### src/rtl/uart_rx_console.sv
// 8N1 UART receiver feeding a small FIFO that drives the Wrapper's console-input
// handshake; a byte is consumed on each rising edge of CONSOLE_IN_ack.
module uart_rx_console #(
  parameter int CLKS_PER_BIT = 868,
  parameter int FIFO_DEPTH   = 4
) (
  input  logic       CLK,
  input  logic       RESET,
  input  logic       RX,
  output logic [7:0] CONSOLE_IN,
  output logic       CONSOLE_IN_valid,
  input  logic       CONSOLE_IN_ack,
  output logic       FRAME_ERR,
  output logic       OVERRUN
);

  localparam int PTR_W = (FIFO_DEPTH > 1) ? $clog2(FIFO_DEPTH) : 1;
  localparam int CNT_W = PTR_W + 1;
  localparam int CLK_W = $clog2(CLKS_PER_BIT + 1);
  localparam int HALF  = CLKS_PER_BIT / 2;

  localparam logic [CLK_W-1:0] HALF_LAST = CLK_W'(HALF - 1);
  localparam logic [CLK_W-1:0] BIT_LAST  = CLK_W'(CLKS_PER_BIT - 1);
  localparam logic [CNT_W-1:0] FULL_CNT  = CNT_W'(FIFO_DEPTH);

  localparam logic [2:0] WAIT_HIGH = 3'd0;
  localparam logic [2:0] IDLE      = 3'd1;
  localparam logic [2:0] START     = 3'd2;
  localparam logic [2:0] DATA      = 3'd3;
  localparam logic [2:0] STOP      = 3'd4;

  logic             rxMeta_q, rxs_q;
  logic [2:0]       state_q, state_d;
  logic [CLK_W-1:0] clkCnt_q, clkCnt_d;
  logic [2:0]       bitCnt_q, bitCnt_d;
  logic [7:0]       shift_q, shift_d;
  logic             frameErr_q, frameErr_d;
  logic             pushReq;

  logic [7:0]       mem_q [FIFO_DEPTH];
  logic [PTR_W-1:0] wrPtr_q, wrPtr_d, rdPtr_q, rdPtr_d;
  logic [CNT_W-1:0] count_q, count_d;
  logic             valid_q, valid_d;
  logic             overrun_q, overrun_d;
  logic             ackPrev_q;
  logic             popEn, pushEn, fifoFull;

  // Synchroniser flops reset to the idle line level so reset never looks like a start bit.
  always_ff @(posedge CLK or negedge RESET) begin
    if (!RESET) begin
      rxMeta_q <= 1'b1;
      rxs_q    <= 1'b1;
    end else begin
      rxMeta_q <= RX;
      rxs_q    <= rxMeta_q;
    end
  end

  always_comb begin
    state_d    = state_q;
    clkCnt_d   = clkCnt_q;
    bitCnt_d   = bitCnt_q;
    shift_d    = shift_q;
    frameErr_d = 1'b0;
    pushReq    = 1'b0;
    case (state_q)
      WAIT_HIGH: begin
        // A full bit time of idle line is required before trusting the next falling edge.
        if (!rxs_q) begin
          clkCnt_d = '0;
        end else if (clkCnt_q == BIT_LAST) begin
          clkCnt_d = '0;
          state_d  = IDLE;
        end else begin
          clkCnt_d = clkCnt_q + CLK_W'(1);
        end
      end
      IDLE: begin
        clkCnt_d = '0;
        if (!rxs_q) begin
          bitCnt_d = '0;
          state_d  = START;
        end
      end
      START: begin
        if (clkCnt_q == HALF_LAST) begin
          clkCnt_d = '0;
          state_d  = rxs_q ? IDLE : DATA;
        end else begin
          clkCnt_d = clkCnt_q + CLK_W'(1);
        end
      end
      DATA: begin
        if (clkCnt_q == BIT_LAST) begin
          clkCnt_d = '0;
          shift_d  = {rxs_q, shift_q[7:1]};
          bitCnt_d = bitCnt_q + 3'd1;
          if (bitCnt_q == 3'd7) begin
            state_d = STOP;
          end
        end else begin
          clkCnt_d = clkCnt_q + CLK_W'(1);
        end
      end
      STOP: begin
        // Leaving at mid-stop-bit leaves half a bit to catch a back-to-back start edge.
        if (clkCnt_q == BIT_LAST) begin
          clkCnt_d = '0;
          if (rxs_q) begin
            pushReq = 1'b1;
            state_d = IDLE;
          end else begin
            frameErr_d = 1'b1;
            state_d    = WAIT_HIGH;
          end
        end else begin
          clkCnt_d = clkCnt_q + CLK_W'(1);
        end
      end
      default: begin
        clkCnt_d = '0;
        state_d  = WAIT_HIGH;
      end
    endcase
  end

  always_ff @(posedge CLK or negedge RESET) begin
    if (!RESET) begin
      state_q    <= WAIT_HIGH;
      clkCnt_q   <= '0;
      bitCnt_q   <= '0;
      shift_q    <= '0;
      frameErr_q <= 1'b0;
    end else begin
      state_q    <= state_d;
      clkCnt_q   <= clkCnt_d;
      bitCnt_q   <= bitCnt_d;
      shift_q    <= shift_d;
      frameErr_q <= frameErr_d;
    end
  end

  // A pop in the same cycle frees the slot, so a push into a full FIFO still lands.
  always_comb begin
    fifoFull  = (count_q == FULL_CNT);
    popEn     = CONSOLE_IN_ack & ~ackPrev_q & valid_q;
    pushEn    = pushReq & (~fifoFull | popEn);
    overrun_d = overrun_q | (pushReq & fifoFull & ~popEn);
    wrPtr_d   = pushEn ? wrPtr_q + PTR_W'(1) : wrPtr_q;
    rdPtr_d   = popEn ? rdPtr_q + PTR_W'(1) : rdPtr_q;
    count_d   = count_q;
    if (pushEn && !popEn) begin
      count_d = count_q + CNT_W'(1);
    end else if (popEn && !pushEn) begin
      count_d = count_q - CNT_W'(1);
    end
    valid_d = (count_d != '0);
  end

  always_ff @(posedge CLK or negedge RESET) begin
    if (!RESET) begin
      for (int i = 0; i < FIFO_DEPTH; i++) begin
        mem_q[i] <= 8'h00;
      end
      wrPtr_q   <= '0;
      rdPtr_q   <= '0;
      count_q   <= '0;
      valid_q   <= 1'b0;
      overrun_q <= 1'b0;
      ackPrev_q <= 1'b0;
    end else begin
      if (pushEn) begin
        mem_q[wrPtr_q] <= shift_q;
      end
      wrPtr_q   <= wrPtr_d;
      rdPtr_q   <= rdPtr_d;
      count_q   <= count_d;
      valid_q   <= valid_d;
      overrun_q <= overrun_d;
      ackPrev_q <= CONSOLE_IN_ack;
    end
  end

  assign CONSOLE_IN       = mem_q[rdPtr_q];
  assign CONSOLE_IN_valid = valid_q;
  assign FRAME_ERR        = frameErr_q;
  assign OVERRUN          = overrun_q;

endmodule

### config.mk
export PLATFORM = sky130hd
export DESIGN_NAME = uart_rx_console
export DESIGN_NICKNAME = d
export VERILOG_FILES = /design/src/rtl/uart_rx_console.sv
export SDC_FILE = /design/constraint.sdc
export NUM_CORES = 1
export LEC_CHECK = 0
export CORE_UTILIZATION = 45
export DETAILED_ROUTE_END_ITERATION = 6
export HOLD_SLACK_MARGIN = 0.03
export REMOVE_ABC_BUFFERS = 1
export SETUP_SLACK_MARGIN = 0.4
export SYNTH_ARGS = -nofsm -noshare
export SYNTH_HDL_FRONTEND = slang
export SYNTH_SLANG_ARGS = --single-unit
### constraint.sdc
create_clock -name CLK -period 4.3 [get_ports CLK]
set_input_delay 0.645 -clock CLK [delete_from_list [all_inputs] [get_ports CLK]]
set_output_delay 0.645 -clock CLK [all_outputs]
set_load 0.01 [all_outputs]
==> results.json, run 1 <==
{
  "async_flop_share_pct": 100,
  "cts_tree": "yes",
  "rows": 30,
  "drv_slew": 0,
  "ant_nets": 0,
  "synth_cell_type_count": 44,
  "post_cts_buffers": 0,
  "final_cell_area_sq_mm": 0.00373,
  "vias": 1897,
  "nets": 279,
  "synth_flop_cell": "dfrtp_1",
  "hold_violations": 0,
  "fillers": 615,
  "synth_area_sq_mm": 0.00326,
  "worst_slack_ns": 1.43,
  "routed_via_density": 5.20,
  "avgSynthCellArea_sq_um": 13.2,
  "firstDrtPassIters": 4,
  "outcome": "completed",
  "reg2reg_from": "clkCnt_q[0]$_DFF_PN0_",
  "ys_seq_area_share_pct": 53.1,
  "regArea_sq_mm": 0.00173,
  "boundaryPins": 15,
  "cts_resized": 0,
  "antenna_cells": 0,
  "grt_max_degree": 39,
  "place_area_sq_mm": 0.00349,
  "syn_to_final_growth_pct": 14.6,
  "setup_viol": 0,
  "final_util_pct": 54.1,
  "worstMarginPinSlew_ns": 0.859,
  "min_period_ns": 2.87,
  "first_global_vias": 1990,
  "max_slew_margin_pct": 42.0,
  "setup_tns_ns": 0,
  "r2r_slack_ns": 1.43,
  "grt_usage_pct": 17.7,
  "regToRegEndpoint": "mem_q[29]$_DFFE_PN0P_",
  "path_clk_slew_ns": 0.09,
  "netlist_instances": 246,
  "cts.sinks": 69,
  "multi_input_comb_area_sq_mm": 0.00147,
  "clkLatencyLatePin_ns": 0.35,
  "synth.ff_latch_count": 69,
  "p_leak_nw": 1.75,
  "core_sq_mm": 0.00691,
  "antenna_found_initial": 0,
  "wirelength_um": 5580,
  "yosys_warnings": 0,
  "die_area_sq_mm": 0.00758,
  "start_kind": "flip-flop",
  "p_per_area_mw_per_mm2": 411,
  "period_share_pct": 66.8,
  "cts_made_buffers": 9,
  "drive_gt1_share_pct": 27.5,
  "post-dp-hpwl_um": 3810,
  "path_max_fanout": 8,
  "die_height_um": 87.1,
  "reg2regPathDepth": 6,
  "clockBufferDepth": 2,
  "grt_overflow": 0,
  "finalWeightedCongestion": 0.754,
  "grt_pass1_wl_um": 9980,
  "root_buffer": "clkbuf_8",
  "dieWidth_um": 87.1,
  "max-cap-violations": 0,
  "rsz0062_at_grt": "no",
  "power_mw": 1.54,
  "hold_buffers": 0,
  "hold_path_class": "in -> async",
  "worstSetupPathType": "reg -> reg",
  "arrival_ns": 3.10,
  "crit_required_ns": 4.53,
  "end_kind": "flip-flop",
  "holdWs_ns": 0.346,
  "ir_worst_vdd_uv": 186,
  "place_inst": 349,
  "initial_core_util_pct": 47.2,
  "drc": 0,
  "layout.cells.non_filler": 365,
  "post_drt_wl_per_cell_um": 15.3,
  "fmax_ghz": 0.348,
  "synth_edf_count": 0,
  "fin_skew_ns": 0.0128,
  "drt_iter0_drc": 41,
  "io_buffers": 14,
  "htreeDepth": 3,
  "pre_cts_ws_ns": 1.12
}
==> layer usage <==
metal  wire [um]  track usage (%)  up-vias
li1            -                -      920
met1        2880             25.0      944
met2        2470             26.4       22
met3         115             3.51       11
met4         114             8.05        0
met5           0                0        -
==> cells in the mapped netlist (2+ instances only) <==
cell type,n,area [sq um]
dfstp_2,2,52.6
o21ai_0,2,10.0
a211oi_1,2,15.0
buf_2,3,15.0
mux2i_1,3,30.0
inv_1,7,26.3
nor3_1,4,20.0
mux4_2,8,180
and3_1,3,18.8
o32ai_1,2,17.5
nand3_1,4,20.0
xor2_1,4,35.0
nor2_1,21,78.8
nand2b_1,2,12.5
xnor2_1,9,78.8
ha_1,11,138
o21bai_1,2,15.0
a22o_1,5,43.8
mux2_2,41,462
dfrtp_1,67,1680
clkbuf_1,5,18.8
nand2_1,14,52.6
or3_1,2,12.5
a21oi_1,3,15.0
==> critical path: stages (launching register included) <==
cell and delay [ns]:
dfrtp_1 0.42, ha_1 0.26, nand4b_2 0.24, nor2_1 0.23, nor4bb_1 0.78, nand2_1 0.45
mux2_2 0.38
==> report_power, final <==
group	leakage (nW)	internal [mW]	total (mW)	switching, mW
registers	0.928	0.680	0.742	0.0621
logic	0.706	0.0796	0.144	0.0644
clock network	0.116	0.388	0.650	0.262
total	1.75	1.15	1.54	0.389
==> area by class of cell <==
| type | count | share of cell area, % |
|---|---|---|
| flip-flops and latches | 69 | 46.3 |
| multi-input cells | 162 | 39.3 |
| repair buffers | 15 | 3.82 |
| clock buffers | 9 | 3.32 |
| clock inverters | 7 | 3.28 |
| well taps | 96 | 3.22 |
| inverters | 7 | 0.704 |
==> layout by cell type, fill, tap and decap left out, types with 3 or more instances in the layout <==
| cell | instances |
|---|---|
| mux4_2 | 8 |
| a22o_1 | 5 |
| mux2i_1 | 3 |
| dfrtp_1 | 67 |
| bufinv_16 | 3 |
| and3_1 | 3 |
| nor2_1 | 21 |
| inv_1 | 7 |
| xor2_1 | 4 |
| ha_1 | 11 |
| clkbuf_8 | 9 |
| a21oi_1 | 3 |
| nand2_1 | 14 |
| nor3_1 | 4 |
| nand3_1 | 4 |
| xnor2_1 | 9 |
| mux2_2 | 41 |
| clkdlybuf4s50_1 | 13 |
==> cells by family after synthesis <==
family | count (synthesis) | synth area share [%]
AO/OA/AOI/OAI | 22 | 5.03
flip-flops | 69 | 53.1
multiplexers | 52 | 20.6
adder cells (fa/ha/maj) | 11 | 4.22
AND/OR/NAND/NOR | 64 | 11.7
buffers and inverters | 15 | 1.84
XOR/XNOR | 13 | 3.49
==> worst max path at each step <==
stage | to | cells past startpoint | from
after floorplan | mem_q[10]$_DFFE_PN0P_ | 6 | clkCnt_q[0]$_DFF_PN0_
after global routing | mem_q[29]$_DFFE_PN0P_ | 6 | clkCnt_q[0]$_DFF_PN0_
after CTS | mem_q[27]$_DFFE_PN0P_ | 6 | clkCnt_q[0]$_DFF_PN0_
final | mem_q[29]$_DFFE_PN0P_ | 6 | clkCnt_q[0]$_DFF_PN0_
after global placement | mem_q[17]$_DFFE_PN0P_ | 6 | CONSOLE_IN_ack
after detailed placement | mem_q[19]$_DFFE_PN0P_ | 6 | CONSOLE_IN_ack
==> sequential cells by signal, indices dropped and copies added (netlist names) <==
signal,count
bitCnt_q,3
rxs_q,1
clkCnt_q,10
CONSOLE_IN_valid,1
wrPtr_q,2
rdPtr_q,2
mem_q,32
rxMeta_q,1
state_q,3
ackPrev_q,1
shift_q,8
count_q,3
OVERRUN,1
FRAME_ERR,1
Power figures use the tool's default switching activity.
==> inputs of run 2 (changes only) <==
clock period = 3 ns   (was 4.3 ns; I/O delays follow)
==> results.json, run 2 (synthesis results as in run 1) <==
{
  "end_kind": "output port",
  "pre_cts_ws_ns": 0.541,
  "fillers": 616,
  "cts.sinks": 69,
  "fmax_ghz": 0.412,
  "root_buffer": "clkbuf_8",
  "grt_overflow": 0,
  "clockBufferDepth": 2,
  "fin_skew_ns": 0.00814,
  "outcome": "completed",
  "rows": 30,
  "min_period_ns": 2.43,
  "drive_gt1_share_pct": 28.4,
  "slowest_stage": "mux4_2",
  "nets": 281,
  "p_per_area_mw_per_mm2": 587,
  "path_delay_family": "multiplexers",
  "setup_tns_ns": 0,
  "largest_reg_flops": 32,
  "path_clk_slew_ns": 0.08,
  "drt_iter0_drc": 62,
  "ir_worst_vdd_uv": 248,
  "htreeDepth": 3,
  "worstMarginPinSlew_ns": 0.674,
  "crit_buf_inv": 1,
  "post_cts_buffers": 0,
  "crit_required_ns": 2.55,
  "first_global_vias": 1982,
  "die_height_um": 87.1,
  "grt_usage_pct": 17.6,
  "drv_slew": 0,
  "worst_slack_ns": 0.575,
  "firstDrtPassIters": 6,
  "p_leak_nw": 1.76,
  "final_util_pct": 54.3,
  "post-dp-hpwl_um": 3930,
  "path_max_fanout": 10,
  "ant_nets": 0,
  "clkLatencyLatePin_ns": 0.35,
  "final_cell_mix": "66 x dfrtp_1, 41 x mux2_2, 21 x nor2_1",
  "hold_violations": 0,
  "cts_made_buffers": 9,
  "routed_via_density": 5.17,
  "core_sq_mm": 0.00691,
  "max_slew_margin_pct": 54.8,
  "cpPeakStageDelay_ns": 0.57,
  "crit_start": "rdPtr_q[0]$_DFFE_PN0P_",
  "wirelength_um": 5590,
  "die_area_sq_mm": 0.00758,
  "antenna_found_initial": 0,
  "antenna_cells": 0,
  "largest_register": "mem_q",
  "vias": 1898,
  "boundaryPins": 15,
  "setup_viol": 0,
  "arrival_ns": 1.98,
  "reg_top3": "mem_q: 32 flops, clkCnt_q: 10 flops, shift_q: 8 flops",
  "drc": 0,
  "grt_max_degree": 32,
  "crit_chain": "mux4_2 -> clkdlybuf4s50_1",
  "finalWeightedCongestion": 0.836,
  "final_common_cell": "dfrtp_1",
  "post_drt_wl_per_cell_um": 15.2,
  "rsz0062_at_grt": "no",
  "io_buffers": 14,
  "period_share_pct": 80.8,
  "dieWidth_um": 87.1,
  "max-cap-violations": 0,
  "syn_to_final_growth_pct": 15.1,
  "hold_path_class": "in -> async",
  "grt_pass1_wl_um": 9980,
  "reg2reg_from": "clkCnt_q[0]$_DFF_PN0_",
  "start_kind": "flip-flop",
  "initial_core_util_pct": 47.2,
  "holdWs_ns": 0.130,
  "worstSetupPathType": "reg -> out",
  "cts_tree": "yes"
}
[run 2: cell count changes in the layout (fill, tap and decap cells not counted)]
cell        previous run  this run
dfrtp_2                0         1
buf_4                  1         3
clkinvlp_4             2         1
inv_6                  1         0
clkinv_4               1         3
dfrtp_1               67        66
[run 2: layout make-up]
cell class / instances / area (sq um) / share of cell area (%)
clock buffers: 9 / 124 / 3.30
inverters: 7 / 26.3 / 0.700
clock inverters: 7 / 124 / 3.30
flip-flops and latches: 69 / 1730 / 46.1
multi-input cells: 162 / 1470 / 39.2
well taps: 96 / 120 / 3.20
repair buffers: 17 / 158 / 4.20
[run 2: repair_timing]
action	CTS	global route
hold buffers	0	0
resized for setup	1	0
endpoints found under the setup margin	8	0
[run 2: worst register-to-register path: cells and delay by family, from the launching register on]
| kind | cells | cell delay (ns) |
|---|---|---|
| flip-flops | 1 | 0.41 |
| adder cells (fa/ha/maj) | 1 | 0.26 |
| multiplexers | 1 | 0.38 |
| AND/OR/NAND/NOR | 3 | 1.16 |
[run 2: path summary, 6_finish.rpt]
kind / end / cells after the start / slack, ns
max in group asynchronous: rxs_q$_DFF_PN1_ / 2 / 2.07
worst min register to register: rxs_q$_DFF_PN1_ / 0 / 0.36
min in group CLK: rxs_q$_DFF_PN1_ / 0 / 0.36
worst min-delay path: mem_q[6]$_DFFE_PN0P_ / 1 / 0.13
worst max register to register: shift_q[5]$_DFFE_PN0P_ / 5 / 0.68
worst max-delay path: CONSOLE_IN[7] / 2 / 0.57
[run 2: layer usage]
metal,track usage [%],part of all wire (%),vias up
li1,-,-,928
met1,25.1,51,941
met2,26.2,45,19
met3,3.41,2.0,10
met4,8.05,2.1,0
met5,0,0,-
[run 2: power breakdown]
group          switching (mW)  internal, mW
combinational          0.0927         0.114
clock                   0.372         0.556
sequential             0.0892         0.976
[run 2: per-stage QoR]
step                      instance area (sq um)  instances  power [mW]
after floorplan                            3220        238        1.21
after global placement                     3500        351        1.30
after detailed placement                   3500        351        1.30
after CTS                                  3750        367        2.23
after global routing                       3750        367        2.31
final                                      3750        367        2.20
==> inputs of run 3 (changes only) <==
clock period = 2 ns   (was 3 ns; I/O delays follow)
==> results.json, run 3 (synthesis results as in run 1) <==
{
  "rsz0062_at_grt": "yes",
  "p_per_area_mw_per_mm2": 757,
  "drive_gt1_share_pct": 48.4,
  "max-cap-violations": 0,
  "grt_overflow": 0,
  "antenna_cells": 0,
  "routed_via_density": 5.16,
  "fmax_ghz": 0.496,
  "drv_slew": 0,
  "violations": "setup timing",
  "initial_core_util_pct": 47.2,
  "drc": 0,
  "final_common_cell": "dfrtp_1",
  "final_cell_area_sq_mm": 0.00444,
  "holdWs_ns": 0.362,
  "met1_length_um": 3140,
  "dieWidth_um": 87.1,
  "max_slew_margin_pct": 70.3,
  "finalWeightedCongestion": 0.814,
  "boundaryPins": 15,
  "first_global_vias": 2236,
  "die_height_um": 87.1,
  "crit_required_ns": 2.22,
  "path_clk_slew_ns": 0.07,
  "cts_tree": "yes",
  "die_area_sq_mm": 0.00758,
  "core_sq_mm": 0.00691,
  "crit_buf_inv": 1,
  "fin_skew_ns": 0.00937,
  "antenna_found_initial": 0,
  "nets": 330,
  "drt_iter0_drc": 60,
  "largest_register": "mem_q",
  "worst_slack_ns": -0.0173,
  "min_period_ns": 2.02,
  "outcome": "finished, violations left",
  "io_buffers": 14,
  "place_inst": 380,
  "hold_path_class": "reg -> reg",
  "vias": 2148,
  "fillers": 536,
  "layout.cells.non_filler": 416,
  "path_max_fanout": 2,
  "post-dp-hpwl_um": 4240,
  "syn_to_final_growth_pct": 36.1,
  "root_buffer": "clkbuf_8",
  "wirelength_um": 6630,
  "cpPeakStageDelay_ns": 0.56,
  "slowest_stage": "dfstp_2",
  "route.met3.wl_um": 120,
  "cts.sinks": 69,
  "arrival_ns": 2.24,
  "post_drt_wl_per_cell_um": 15.9,
  "grt_max_degree": 29,
  "p_leak_nw": 2.14,
  "end_kind": "flip-flop",
  "place_area_sq_mm": 0.00377,
  "htreeDepth": 3,
  "final_cell_mix": "64 x dfrtp_1, 34 x buf_4, 22 x mux2_2",
  "period_share_pct": 101,
  "clkLatencyLatePin_ns": 0.35,
  "firstDrtPassIters": 4,
  "reg_top3": "mem_q: 32 flops, clkCnt_q: 10 flops, shift_q: 8 flops",
  "crit_chain": "nand4bb_4 -> nor4_4 -> buf_4 -> mux2i_2 -> xnor2_1 -> or3_1",
  "top_layer": "met4",
  "ir_worst_vdd_uv": 301,
  "grt_pass1_wl_um": 10900,
  "rows": 30,
  "worstSetupPathType": "reg -> reg",
  "worstMarginPinSlew_ns": 0.445,
  "ant_nets": 0,
  "setup_tns_ns": -0.0173,
  "setup_viol": 1,
  "path_delay_family": "simple AND/OR/NAND/NOR gates",
  "largest_reg_flops": 32,
  "wl_met2_um": 3240,
  "grt_usage_pct": 19.3,
  "cts_made_buffers": 9,
  "start_kind": "flip-flop",
  "clockBufferDepth": 2,
  "hold_violations": 0
}
==> run 3: cell count changes in the layout (fill, tap and decap cells not counted), sizes merged <==
| cell | previous run | this run |
|---|---|---|
| clkdlybuf4s50 | 13 | 5 |
| bufinv | 3 | 1 |
| dlygate4sd3 | 0 | 1 |
| buf | 4 | 60 |
| inv | 7 | 9 |
==> run 3: path summary, 6_finish.rpt <==
check | from | depth (start not counted) | slack, ns | to
min in group asynchronous | RESET | 2 | 0.42 | mem_q[26]$_DFFE_PN0P_
worst max-delay path | rxs_q$_DFF_PN1_ | 6 | -0.02 | CONSOLE_IN_valid$_DFF_PN0_
worst max register to register | rxs_q$_DFF_PN1_ | 6 | -0.02 | CONSOLE_IN_valid$_DFF_PN0_
worst min register to register | rxMeta_q$_DFF_PN1_ | 0 | 0.36 | rxs_q$_DFF_PN1_
max in group asynchronous | RESET | 3 | 1.00 | clkCnt_q[8]$_DFF_PN0_
worst min-delay path | rxMeta_q$_DFF_PN1_ | 0 | 0.36 | rxs_q$_DFF_PN1_
==> run 3: worst reg2reg max path: cells and delay by family (launching register included) <==
kind	cells	cell delay, ns
xor gates and xnor gates	1	0.10
buffers and inverters	1	0.19
DFF	1	0.56
muxes	1	0.22
and+or+nand+nor	3	0.83
==> run 3: area by class of cell <==
cell class	count	area, sq um	share of cell area (%)
Sequential cell	69	1730	39.1
Multi-Input combinational cell	162	1710	38.4
Timing Repair Buffer	66	653	14.7
Clock buffer	9	124	2.79
Tap cell	96	120	2.71
Clock inverter	7	73.8	1.66
Inverter	7	26.3	0.592
==> run 3: per-stage QoR <==
stage | setup WS, ns | power [mW] | util (%)
6_report | -0.0173 | 3.36 | 64.2
3_5_place_dp | -0.195 | 2.03 | 54.6
3_3_place_gp | -0.140 | 2.02 | 54.6
5_1_grt | -0.132 | 3.52 | 64.2
2_1_floorplan | -0.358 | 1.82 | -
4_1_cts | -0.0509 | 3.38 | 61.9
==> run 3: where the power goes <==
group / leakage, nW / switching, mW / internal (mW) / total, mW
Clock: 0.100 / 0.570 / 0.582 / 1.15
Sequential: 0.923 / 0.0786 / 1.46 / 1.54
Combinational: 1.11 / 0.265 / 0.400 / 0.665
==> run 3: what timing repair did <==
| action | in CTS | in global routing |
|---|---|---|
| hold endpoints to repair | 14 | 0 |
| setup endpoints to repair | 59 | 71 |
| gates cloned | 1 | 0 |
| pin swaps | 8 | 14 |
| buffers inserted | 12 | 6 |
| resized for setup | 74 | 34 |
| hold buffers | 1 | 0 |
==> run 3: per-layer routing <==
metal / track usage (%) / vias up
met4: 8.94 / 0
met2: 31.6 / 20
met5: 0 / -
met3: 3.22 / 13
met1: 25.2 / 1095
li1: - / 1020
